## src/rtl/keypad_pkg.sv

```systemverilog
// Shared types and helpers for the 8x8 keypad scanner.
package keypad_pkg;

  localparam int ROWS = 8;
  localparam int COLS = 8;

  typedef enum logic [1:0] {SETTLE, SAMPLE, EMIT} scan_state_t;

  typedef struct packed {
    logic [2:0] row;
    logic [2:0] col;
    logic       pressed;
  } key_event_t;

  // Index of the lowest set bit; 0 when the vector is empty.
  function automatic logic [2:0] lowest_bit(input logic [COLS-1:0] v);
    lowest_bit = '0;
    for (int i = COLS - 1; i >= 0; i--) begin
      if (v[i]) lowest_bit = 3'(i);
    end
  endfunction

endpackage

```

## src/rtl/keypad_scanner_row_debounce.sv

```systemverilog
// Per-row debounce state: a candidate column vector and a saturating
// count of consecutive scans that matched it.
module row_debounce
  import keypad_pkg::*;
#(
  parameter int DEBOUNCE_SCANS = 3
) (
  input  logic            clock,
  input  logic            reset,
  input  logic            sample_en,
  input  logic [2:0]      row,
  input  logic [COLS-1:0] sample,
  output logic            accept,
  output logic [COLS-1:0] cand_next
);

  logic [ROWS-1:0][COLS-1:0] cand_q, cand_d;
  logic [ROWS-1:0][2:0]      cnt_q, cnt_d;
  logic [2:0]                cnt_next;
  logic                      match;

  always_comb begin
    match     = (sample == cand_q[row]);
    cand_next = match ? cand_q[row] : sample;
    if (!match)
      cnt_next = 3'd1;
    else if (cnt_q[row] == 3'(DEBOUNCE_SCANS))
      cnt_next = cnt_q[row];
    else
      cnt_next = cnt_q[row] + 3'd1;
    accept = (cnt_next == 3'(DEBOUNCE_SCANS));

    cand_d = cand_q;
    cnt_d  = cnt_q;
    if (sample_en) begin
      cand_d[row] = cand_next;
      cnt_d[row]  = cnt_next;
    end
  end

  always_ff @(posedge clock) begin
    if (reset) begin
      cand_q <= '0;
      cnt_q  <= '0;
    end else begin
      cand_q <= cand_d;
      cnt_q  <= cnt_d;
    end
  end

endmodule

```

## src/rtl/keypad_scanner.sv

```systemverilog
// 8x8 active-low key matrix scanner with per-row debounce and a one-deep
// valid/ready event slot toward game logic.
//   state  | meaning
//   SETTLE | row driven, waiting for column lines and synchronizer
//   SAMPLE | one cycle: update debounce for the row, find changed keys
//   EMIT   | push changed keys out one per cycle; stall on backpressure
module keypad_scanner
  import keypad_pkg::*;
#(
  parameter int SETTLE_CYCLES  = 4,
  parameter int DEBOUNCE_SCANS = 3
) (
  input  logic                      clock,
  input  logic                      reset,
  input  logic [COLS-1:0]           col_sense,
  output logic [ROWS-1:0]           row_drive,
  output logic                      key_valid,
  input  logic                      key_ready,
  output logic [5:0]                key_code,
  output logic                      key_pressed,
  output logic [ROWS-1:0][COLS-1:0] key_map
);

  scan_state_t               state_q, state_d;
  logic [3:0]                settle_q, settle_d;
  logic [2:0]                row_q, row_d;
  logic [COLS-1:0]           pending_q, pending_d;
  logic                      valid_q, valid_d;
  key_event_t                ev_q, ev_d;
  logic [ROWS-1:0][COLS-1:0] key_map_q, key_map_d;
  logic [COLS-1:0]           sync1_q, sync2_q;

  logic                      sample_en;
  logic                      accept;
  logic [COLS-1:0]           cand_next;
  logic [COLS-1:0]           sample_pending;
  logic [2:0]                emit_col;
  logic                      slot_free;
  logic [ROWS-1:0]           row_one;

  row_debounce #(.DEBOUNCE_SCANS(DEBOUNCE_SCANS)) u_debounce (
    .clock     (clock),
    .reset     (reset),
    .sample_en (sample_en),
    .row       (row_q),
    .sample    (~sync2_q),
    .accept    (accept),
    .cand_next (cand_next)
  );

  assign emit_col       = lowest_bit(pending_q);
  assign slot_free      = !valid_q || key_ready;
  assign sample_pending = accept ? (cand_next ^ key_map_q[row_q]) : '0;

  always_comb begin
    state_d   = state_q;
    settle_d  = settle_q;
    row_d     = row_q;
    pending_d = pending_q;
    valid_d   = valid_q;
    ev_d      = ev_q;
    key_map_d = key_map_q;
    sample_en = 1'b0;

    if (valid_q && key_ready) valid_d = 1'b0;

    case (state_q)
      SETTLE: begin
        if (settle_q == 4'(SETTLE_CYCLES - 1)) begin
          settle_d = '0;
          state_d  = SAMPLE;
        end else begin
          settle_d = settle_q + 4'd1;
        end
      end
      SAMPLE: begin
        sample_en = 1'b1;
        pending_d = sample_pending;
        if (sample_pending != '0) begin
          state_d = EMIT;
        end else begin
          row_d   = row_q + 3'd1;
          state_d = SETTLE;
        end
      end
      EMIT: begin
        if (pending_q != '0) begin
          if (slot_free) begin
            // The key's new state is the opposite of what the map holds.
            valid_d                      = 1'b1;
            ev_d.row                     = row_q;
            ev_d.col                     = emit_col;
            ev_d.pressed                 = ~key_map_q[row_q][emit_col];
            key_map_d[row_q][emit_col]   = ~key_map_q[row_q][emit_col];
            pending_d[emit_col]          = 1'b0;
          end
        end else if (slot_free) begin
          // Leave only once the last event has been taken.
          row_d   = row_q + 3'd1;
          state_d = SETTLE;
        end
      end
      default: state_d = SETTLE;
    endcase
  end

  always_ff @(posedge clock) begin
    if (reset) begin
      state_q   <= SETTLE;
      settle_q  <= '0;
      row_q     <= '0;
      pending_q <= '0;
      valid_q   <= 1'b0;
      ev_q      <= '0;
      key_map_q <= '0;
      sync1_q   <= '1;
      sync2_q   <= '1;
    end else begin
      state_q   <= state_d;
      settle_q  <= settle_d;
      row_q     <= row_d;
      pending_q <= pending_d;
      valid_q   <= valid_d;
      ev_q      <= ev_d;
      key_map_q <= key_map_d;
      sync1_q   <= col_sense;
      sync2_q   <= sync1_q;
    end
  end

  assign row_one     = {{(ROWS-1){1'b0}}, 1'b1};
  assign row_drive   = ~(row_one << row_q);
  assign key_valid   = valid_q;
  assign key_code    = {ev_q.row, ev_q.col};
  assign key_pressed = ev_q.pressed;
  assign key_map     = key_map_q;

endmodule

```

## config.mk

```make
export PLATFORM = sky130hd
export DESIGN_NAME = keypad_scanner
export DESIGN_NICKNAME = d
export VERILOG_FILES = /design/src/rtl/keypad_pkg.sv /design/src/rtl/keypad_scanner_row_debounce.sv /design/src/rtl/keypad_scanner.sv
export SDC_FILE = /design/constraint.sdc
export NUM_CORES = 1
export LEC_CHECK = 0
export ABC_AREA = 1
export CAP_MARGIN = 40
export CELL_PAD_IN_SITES_DETAIL_PLACEMENT = 1
export CELL_PAD_IN_SITES_GLOBAL_PLACEMENT = 1
export CORE_ASPECT_RATIO = 0.7
export CORE_MARGIN = 2
export CORE_UTILIZATION = 45
export CTS_BUF_LIST = sky130_fd_sc_hd__clkbuf_8
export CTS_CLUSTER_SIZE = 28
export DETAILED_ROUTE_END_ITERATION = 6
export GPL_TIMING_DRIVEN = 0
export PLACE_DENSITY_LB_ADDON = 0.1
export SLEW_MARGIN = 25
export SYNTH_ARGS = -nofsm -noshare
export SYNTH_HDL_FRONTEND = slang
export SYNTH_SLANG_ARGS = --single-unit
```

## constraint.sdc

```tcl
create_clock -name clock -period 6.6 [get_ports clock]
set_clock_uncertainty 0.2 [all_clocks]
set_input_delay 0.66 -clock clock [delete_from_list [all_inputs] [get_ports clock]]
set_output_delay 0.66 -clock clock [all_outputs]
set_load 0.05 [all_outputs]
```

==> results of run 1 <==
[how the worst min path moves through the flow]
stage / to / slack [ns] / depth (start not counted)
2_1_floorplan: sync2_q[0] / 0.19 / 1
3_3_place_gp: sync2_q[7] / 0.19 / 1
3_5_place_dp: sync2_q[3] / 0.20 / 1
4_1_cts: sync2_q[0] / 0.23 / 1
5_1_grt: sync2_q[0] / 0.23 / 1
6_report: sync2_q[0] / 0.23 / 1
[critical path: stages, from the launching register on]
cell,delay [ns]
dfxtp_1,0.39
buf_2,0.24
inv_2,0.07
buf_2,0.21
buf_2,0.25
nand2_1,0.39
nor2_1,0.09
nor2_1,0.11
nand4_1,0.28
nand2_1,0.15
nand2_1,0.05
a211oi_1,0.46
nand2_1,0.24
inv_2,0.22
buf_2,0.27
nand2_1,0.09
o211ai_1,0.12
inv_1,0.06
[cells in the mapped netlist, drive strengths merged]
master / n
o22ai: 13
a21oi: 125
nor2: 130
or2: 18
nor3: 4
xor2: 7
ha: 8
nor4: 1
o211a: 1
clkinv: 4
nand4: 12
clkbuf: 47
nand3: 47
nand2: 345
inv: 196
dfxtp: 193
o211ai: 38
o21ai: 154
a211oi: 2
a22oi: 3
a211o: 3
buf: 25
[kinds of logic after synthesis]
logic type / share of synthesized area
buf+inv: 0.115
fa+ha+maj: 0.0109
compound gates: 0.200
xor+xnor: 0.00668
flops: 0.421
simple gates: 0.246
[state kept, by name (all words and copies together) (netlist names)]
signal	cells
key_map	64
u_debounce.cand_q	64
u_debounce.cnt_q	24
pending_q	8
sync1_q	8
sync2_q	8
key_code	6
settle_q	4
row_q	3
state_q	2
key_pressed	1
key_valid	1
[layer usage]
| metal | GRT usage | up-vias | wire length [um] |
|---|---|---|---|
| li1 | - | 4605 | - |
| met1 | 0.501 | 4865 | 17000 |
| met2 | 0.506 | 415 | 15200 |
| met3 | 0.0701 | 29 | 3390 |
| met4 | 0.0828 | 0 | 360 |
| met5 | 0 | - | 0 |
[power groups by stage]
stage | registers [mW] | clock network, mW | logic, mW
floorplan | 1.21 | 0 | 0.173
global placement | 1.21 | 0 | 0.262
detailed placement | 1.21 | 0 | 0.268
CTS | 1.19 | 0.855 | 0.270
global route | 1.19 | 0.909 | 0.298
finish | 1.19 | 0.852 | 0.278
[final cells by class]
class                   instances  area share
clock buffers                  18      0.0229
multi-input cells             911       0.393
repair buffers                 90      0.0831
flip-flops and latches        193       0.356
inverters                     200      0.0692
well taps                     270      0.0312
clock inverters                14      0.0160
plain buffers                  72      0.0283
[through the flow]
step | utilization | hold slack (ns) | power (mW) | instances | worst slack, ns
after floorplan | - | 0.189 | 1.38 | 1376 | 3.73
after global placement | 0.523 | 0.192 | 1.47 | 1736 | 2.94
after detailed placement | 0.523 | 0.200 | 1.48 | 1736 | 2.85
after CTS | 0.545 | 0.226 | 2.31 | 1768 | 2.83
after global routing | 0.545 | 0.228 | 2.39 | 1768 | 2.44
final | 0.545 | 0.226 | 2.32 | 1768 | 2.58
==> results.md, run 1 <==
- Max-Slew Margin vs Limit: 0.421
- Fmax: 0.249 GHz
- Int Power: around 1.6 mW
- DP HPWL: roughly 27 mm
- Placer Congestion: 0.905
- Root Buffer: clkbuf_8
- Placed cell areas: 10400 um2
- Crit path DAT: 4.23 ns
- Hold wc startpoint: sync1_q[0]
- Switching part of the total: 0.304
- Clk buf depth: 2
- Fin crit share: 0.609
- Initial antenna violation count: 1
- Worst slew pin tran: 0.859 ns
- Post-route cell area: 10800 um2
- Status: finished clean
- Pin count of the biggest net entering global routing: 19
- Per-cell routed wire length: 20.4 um
- GRT Util Overall: 0.340
- P&R area growth vs syn: 18.1%
- Iter 0 DRT Violations: 1085
- Mean number of vias per cell: between 5 and 6
- Drt drc: 0
- Synth area leader: dfxtp_1
- Post-Syn Area: 9180 um2
- FF+latch count, synth: 193
- Hold_buf cts: 0
- Port bufs: 90
- Starting density of the core: 0.461
- Logic pwr share: 0.120
- Flop pwr share: 0.512
- Synthesized net count: 1395
- Setup Crit Path Kind: flop to flop
- Most frequent cells in the layout: nand2_1, dfxtp_1, inv_1
- Clock Sinks: 193
- Reg-to-Reg End: key_map[39]
- Post-synthesis instance total: between 1000 and 1500
- Final min period: 4.02 ns
- Yosys cell types: 31
- Net count, final: between 1500 and 2000
- # fillers: 2665
- Overflow after GRT: 0
- Max Cap Viol: 0
- Power per cell area: around 210 nW/um2
- Final hold viol count: 0
- Die area: 21600 um2
- Worst setup EP type: flop
- Crit. Startpoint: row_q[0]
- Resized Gates After CTS: 0
- P_leak: 4.85 nW
- Clock group share of total power: 0.368
- Worst r2r src: row_q[0]
- TritonCTS Buffers: 17
- RSZ-0062 raised after global routing: false
- Routed WL: between 30 and 40 mm
- Post-DRT Antenna Nets: 0
- 1st-pass router iterations: 5
- Clock transition at path regs: 0.11 ns
- Top-Level Pins: between 90 and 100
- Flop2flop setup slack: 2.58 ns
- Pins Over Slew Limit: 0
- CTS tree: done
- Crit Path Max Fanout: 11
- Top cell type's share of synthesized area: 0.421
- Post-synthesis area per instance: 6.67 um2
- Sum Neg Setup Slack: 0 ns
- Area of the multi-input gates: 4260 um2
- Synth area leaders: dfxtp_1, nand2_1, inv_1
- Die Height: 124 um
- First-pass GRT wire length: 55.2 mm
- Width of the die: 175 um
- Register area share after synthesis: 0.421
- Worst Path Required: roughly 6.8 ns
- Worst vdd ir: 0.134 mV
- R2r worst-path depth: 17
- Layout cell share with drive strength beyond 1: 0.0567
- Hold Path Class: flop to flop
- DR vias: 9914
- Syn. warnings: 0
- Net Switching: 0.704 mW
- Worst Setup EP: key_map[39]
- H-tree lvl count: 4
- # Post-CTS Setup Buffers: 0
- ANT cells: 0
- Register area: around 3900 um2
- Vias in the first global route: 9561
- Num rows: 43
- Clock latency on the worst-skew pair: 0.52 ns
- Final setup vio count: 0
- CP Launch Type: flop
- CORE AREA: approximately 20000 um2
- Most common cell after layout, fill and taps aside: nand2_1
Note: power is estimated with default switching activity, not from simulation.
==> run 2: changes to the inputs <==
--- a/config.mk
+++ b/config.mk
@@ -11,7 +11,7 @@
 export CELL_PAD_IN_SITES_GLOBAL_PLACEMENT = 1
 export CORE_ASPECT_RATIO = 0.7
 export CORE_MARGIN = 2
-export CORE_UTILIZATION = 45
+export CORE_UTILIZATION = 38
 export CTS_BUF_LIST = sky130_fd_sc_hd__clkbuf_8
 export CTS_CLUSTER_SIZE = 28
 export DETAILED_ROUTE_END_ITERATION = 6
==> constraint.sdc (replaced) <==
create_clock -name clock -period 3.3 [get_ports clock]
set_clock_uncertainty 0.2 [all_clocks]
set_input_delay 0.33 -clock clock [delete_from_list [all_inputs] [get_ports clock]]
set_output_delay 0.33 -clock clock [all_outputs]
set_load 0.05 [all_outputs]
==> run 2 against run 1 <==
  * Worst hold slack worse by 0.043 ns
  * Global-route usage is 5.2 points lower
  * Total power is 100% higher
  * Critical path type unchanged
  * Largest cell class unchanged
==> results.md, run 2 (synthesis gave the netlist of run 1 again) <==
- Net count, final: 1521 (was 1504)
- Placer Congestion: 0.874 (was 0.905)
- Clock transition at path regs: 0.10 ns (was 0.11 ns)
- Mean number of vias per cell: 5.36 (was 5.61)
- Hold wc startpoint: col_sense[4] (was sync1_q[0])
- CTS tree: done (unchanged)
- Root Buffer: clkbuf_8 (unchanged)
- DP HPWL: 27.2 mm (was 26.9 mm)
- Clock Sinks: 193 (unchanged)
- Crit. Startpoint: row_q[2] (was row_q[0])
- 1st-pass router iterations: 5 (unchanged)
- Post-DRT Antenna Nets: 0 (unchanged)
- Hold Path Class: input port to flop (was flop to flop)
- Pins Over Slew Limit: 0 (unchanged)
- H-tree lvl count: 4 (unchanged)
- Overflow after GRT: 0 (unchanged)
- Net Switching: 1.41 mW (was 0.704 mW)
- Logic pwr share: 0.129 (was 0.120)
- Starting density of the core: 0.387 (was 0.461)
- Status: finished clean (unchanged)
- Hold_buf cts: 0 (unchanged)
- Crit Path Max Fanout: 10 (was 11)
- P&R area growth vs syn: 22.8% (was 18.1%)
- Final core utilization: 0.476 (was 0.545)
- CP Launch Type: flop (unchanged)
- Clk buf depth: 2 (unchanged)
- Vias in the first global route: 9154 (was 9561)
- Max Cap Viol: 0 (unchanged)
- DR vias: 9816 (was 9914)
- Routed WL: 36.6 mm (was 36.0 mm)
- Switching part of the total: 0.299 (was 0.304)
- Int Power: 3.29 mW (was 1.61 mW)
- Per-cell routed wire length: 19.9 um (was 20.4 um)
- Worst slew pin tran: 0.812 ns (was 0.859 ns)
- Max-Slew Margin vs Limit: 0.453 (was 0.421)
- Initial antenna violation count: 1 (unchanged)
- Worst Path Required: 3.50 ns (was 6.81 ns)
- GRT Util Overall: 0.288 (was 0.340)
- Sum Neg Setup Slack: 0 ns (unchanged)
- Crit path DAT: 3.42 ns (was 4.23 ns)
- Top-Level Pins: 91 (unchanged)
- Final min period: 3.22 ns (was 4.02 ns)
- Most common cell after layout, fill and taps aside: nand2_1 (unchanged)
- Drt drc: 0 (unchanged)
- Pwr Total: 4.70 mW (was 2.32 mW)
- TritonCTS Buffers: 17 (unchanged)
- ANT cells: 0 (unchanged)
- Die Height: 134 um (was 124 um)
- Clock latency on the worst-skew pair: 0.51 ns (was 0.52 ns)
- Clock group share of total power: 0.367 (was 0.368)
- Fmax: 0.310 GHz (was 0.249 GHz)
- Width of the die: 190 um (was 175 um)
- R2r worst-path depth: 18 (was 17)
- Reg-to-Reg End: key_pressed (was key_map[39])
- CORE AREA: 23700 um2 (was 19900 um2)
- Flop2flop setup slack: 0.08 ns (was 2.58 ns)
- Die area: 25400 um2 (was 21600 um2)
- Port bufs: 90 (unchanged)
- Num rows: 47 (was 43)
- Worst vdd ir: 0.267 mV (was 0.134 mV)
- Worst setup EP type: flop (unchanged)
- Flop pwr share: 0.505 (was 0.512)
- P_leak: 5.02 nW (was 4.85 nW)
- First-pass GRT wire length: 55.0 mm (was 55.2 mm)
- Power per cell area: 417 nW/um2 (was 214 nW/um2)
- Worst Setup EP: key_pressed (was key_map[39])
- Pin count of the biggest net entering global routing: 18 (was 19)
- Layout cell share with drive strength beyond 1: 0.0904 (was 0.0567)
- Final hold viol count: 0 (unchanged)
- Fin crit share: 0.977 (was 0.609)
- Worst r2r src: row_q[2] (was row_q[0])
- Iter 0 DRT Violations: 917 (was 1085)
- Setup Crit Path Kind: flop to flop (unchanged)
- Most frequent cells in the layout: nand2_1, dfxtp_1, inv_1 (unchanged)
- # fillers: 3094 (was 2665)
- Final setup vio count: 0 (unchanged)
[run 2: changes by cell type in the layout (fill, tap and decap cells not counted), moves of 4 or more]
cell / previous run / this run
nand2_4: 0 / 8
nand2_2: 3 / 11
buf_4: 1 / 19
nor2_2: 3 / 7
a21oi_1: 125 / 121
clkbuf_4: 0 / 11
nor2_1: 125 / 117
nor2_4: 2 / 6
buf_2: 20 / 4
inv_6: 5 / 1
clkinvlp_4: 1 / 6
nand2_1: 342 / 326
a21oi_2: 0 / 4
[run 2: timing repair]
action / CTS / global route
setup buffers: 0 / 17
gates resized for setup: 25 / 57
setup endpoints to repair: 89 / 80
gates cloned: 0 / 0
pin swaps: 1 / 13
hold endpoints to repair: 0 / 0
[run 2: how the worst min path moves through the flow]
stage	endpoint	slack, ns	depth (start not counted)
2_1_floorplan	sync2_q[0]	0.19	1
3_3_place_gp	sync2_q[4]	0.19	1
3_5_place_dp	sync2_q[4]	0.20	1
4_1_cts	sync1_q[4]	0.16	2
5_1_grt	sync1_q[2]	0.16	2
6_report	sync1_q[4]	0.18	2
[run 2: layout make-up]
cell class | instances | area, um2 | area share
multi-input combinational | 911 | 4400 | 0.390
clock inverter | 15 | 185 | 0.0164
timing repair buffer | 107 | 1040 | 0.0923
sequential | 193 | 3870 | 0.343
buffer | 72 | 387 | 0.0343
clock buffer | 17 | 234 | 0.0208
inverter | 200 | 757 | 0.0671
tap | 318 | 398 | 0.0353
[run 2: layer usage]
layer  share of wire  wire length (um)  vias to the layer above  GRT usage
met1            0.50             18400                     4815      0.442
met2            0.40             14800                      323      0.400
met3           0.079              2900                       38     0.0717
met4           0.012               452                        0     0.0655
met5               0                 0                        -          0
li1                -                 -                     4640          -
[run 2: worst max-delay path: stages, from the launching register on]
cell and delay (ns):
dfxtp_1 0.38, inv_2 0.10, buf_6 0.20, nor2_4 0.07, buf_12 0.15, nand2_4 0.07
buf_4 0.14, nor2_1 0.05, nor2_1 0.22, nand4_1 0.27, nand2_1 0.13, o21ai_1 0.07
a211oi_1 0.24, nand2_1 0.15, inv_2 0.19, clkbuf_4 0.26, nand2_1 0.07, o211ai_1 0.10
inv_1 0.05
[run 2: power by group through the flow]
stage | logic, mW | clock network [mW] | registers [mW]
floorplan | 0.346 | 0 | 2.42
global placement | 0.535 | 0 | 2.42
detailed placement | 0.545 | 0 | 2.42
CTS | 0.557 | 1.74 | 2.37
global route | 0.650 | 1.83 | 2.38
finish | 0.604 | 1.72 | 2.37
[run 2: metrics by stage]
step	instance area (um2)	hold WS (ns)	worst slack [ns]	std cells
floorplan	9180	0.189	0.428	1376
global placement	10500	0.192	-0.421	1784
detailed placement	10500	0.195	-0.493	1784
CTS	11000	0.163	0.00923	1816
global route	11300	0.160	-0.101	1833
finish	11300	0.183	0.0761	1833
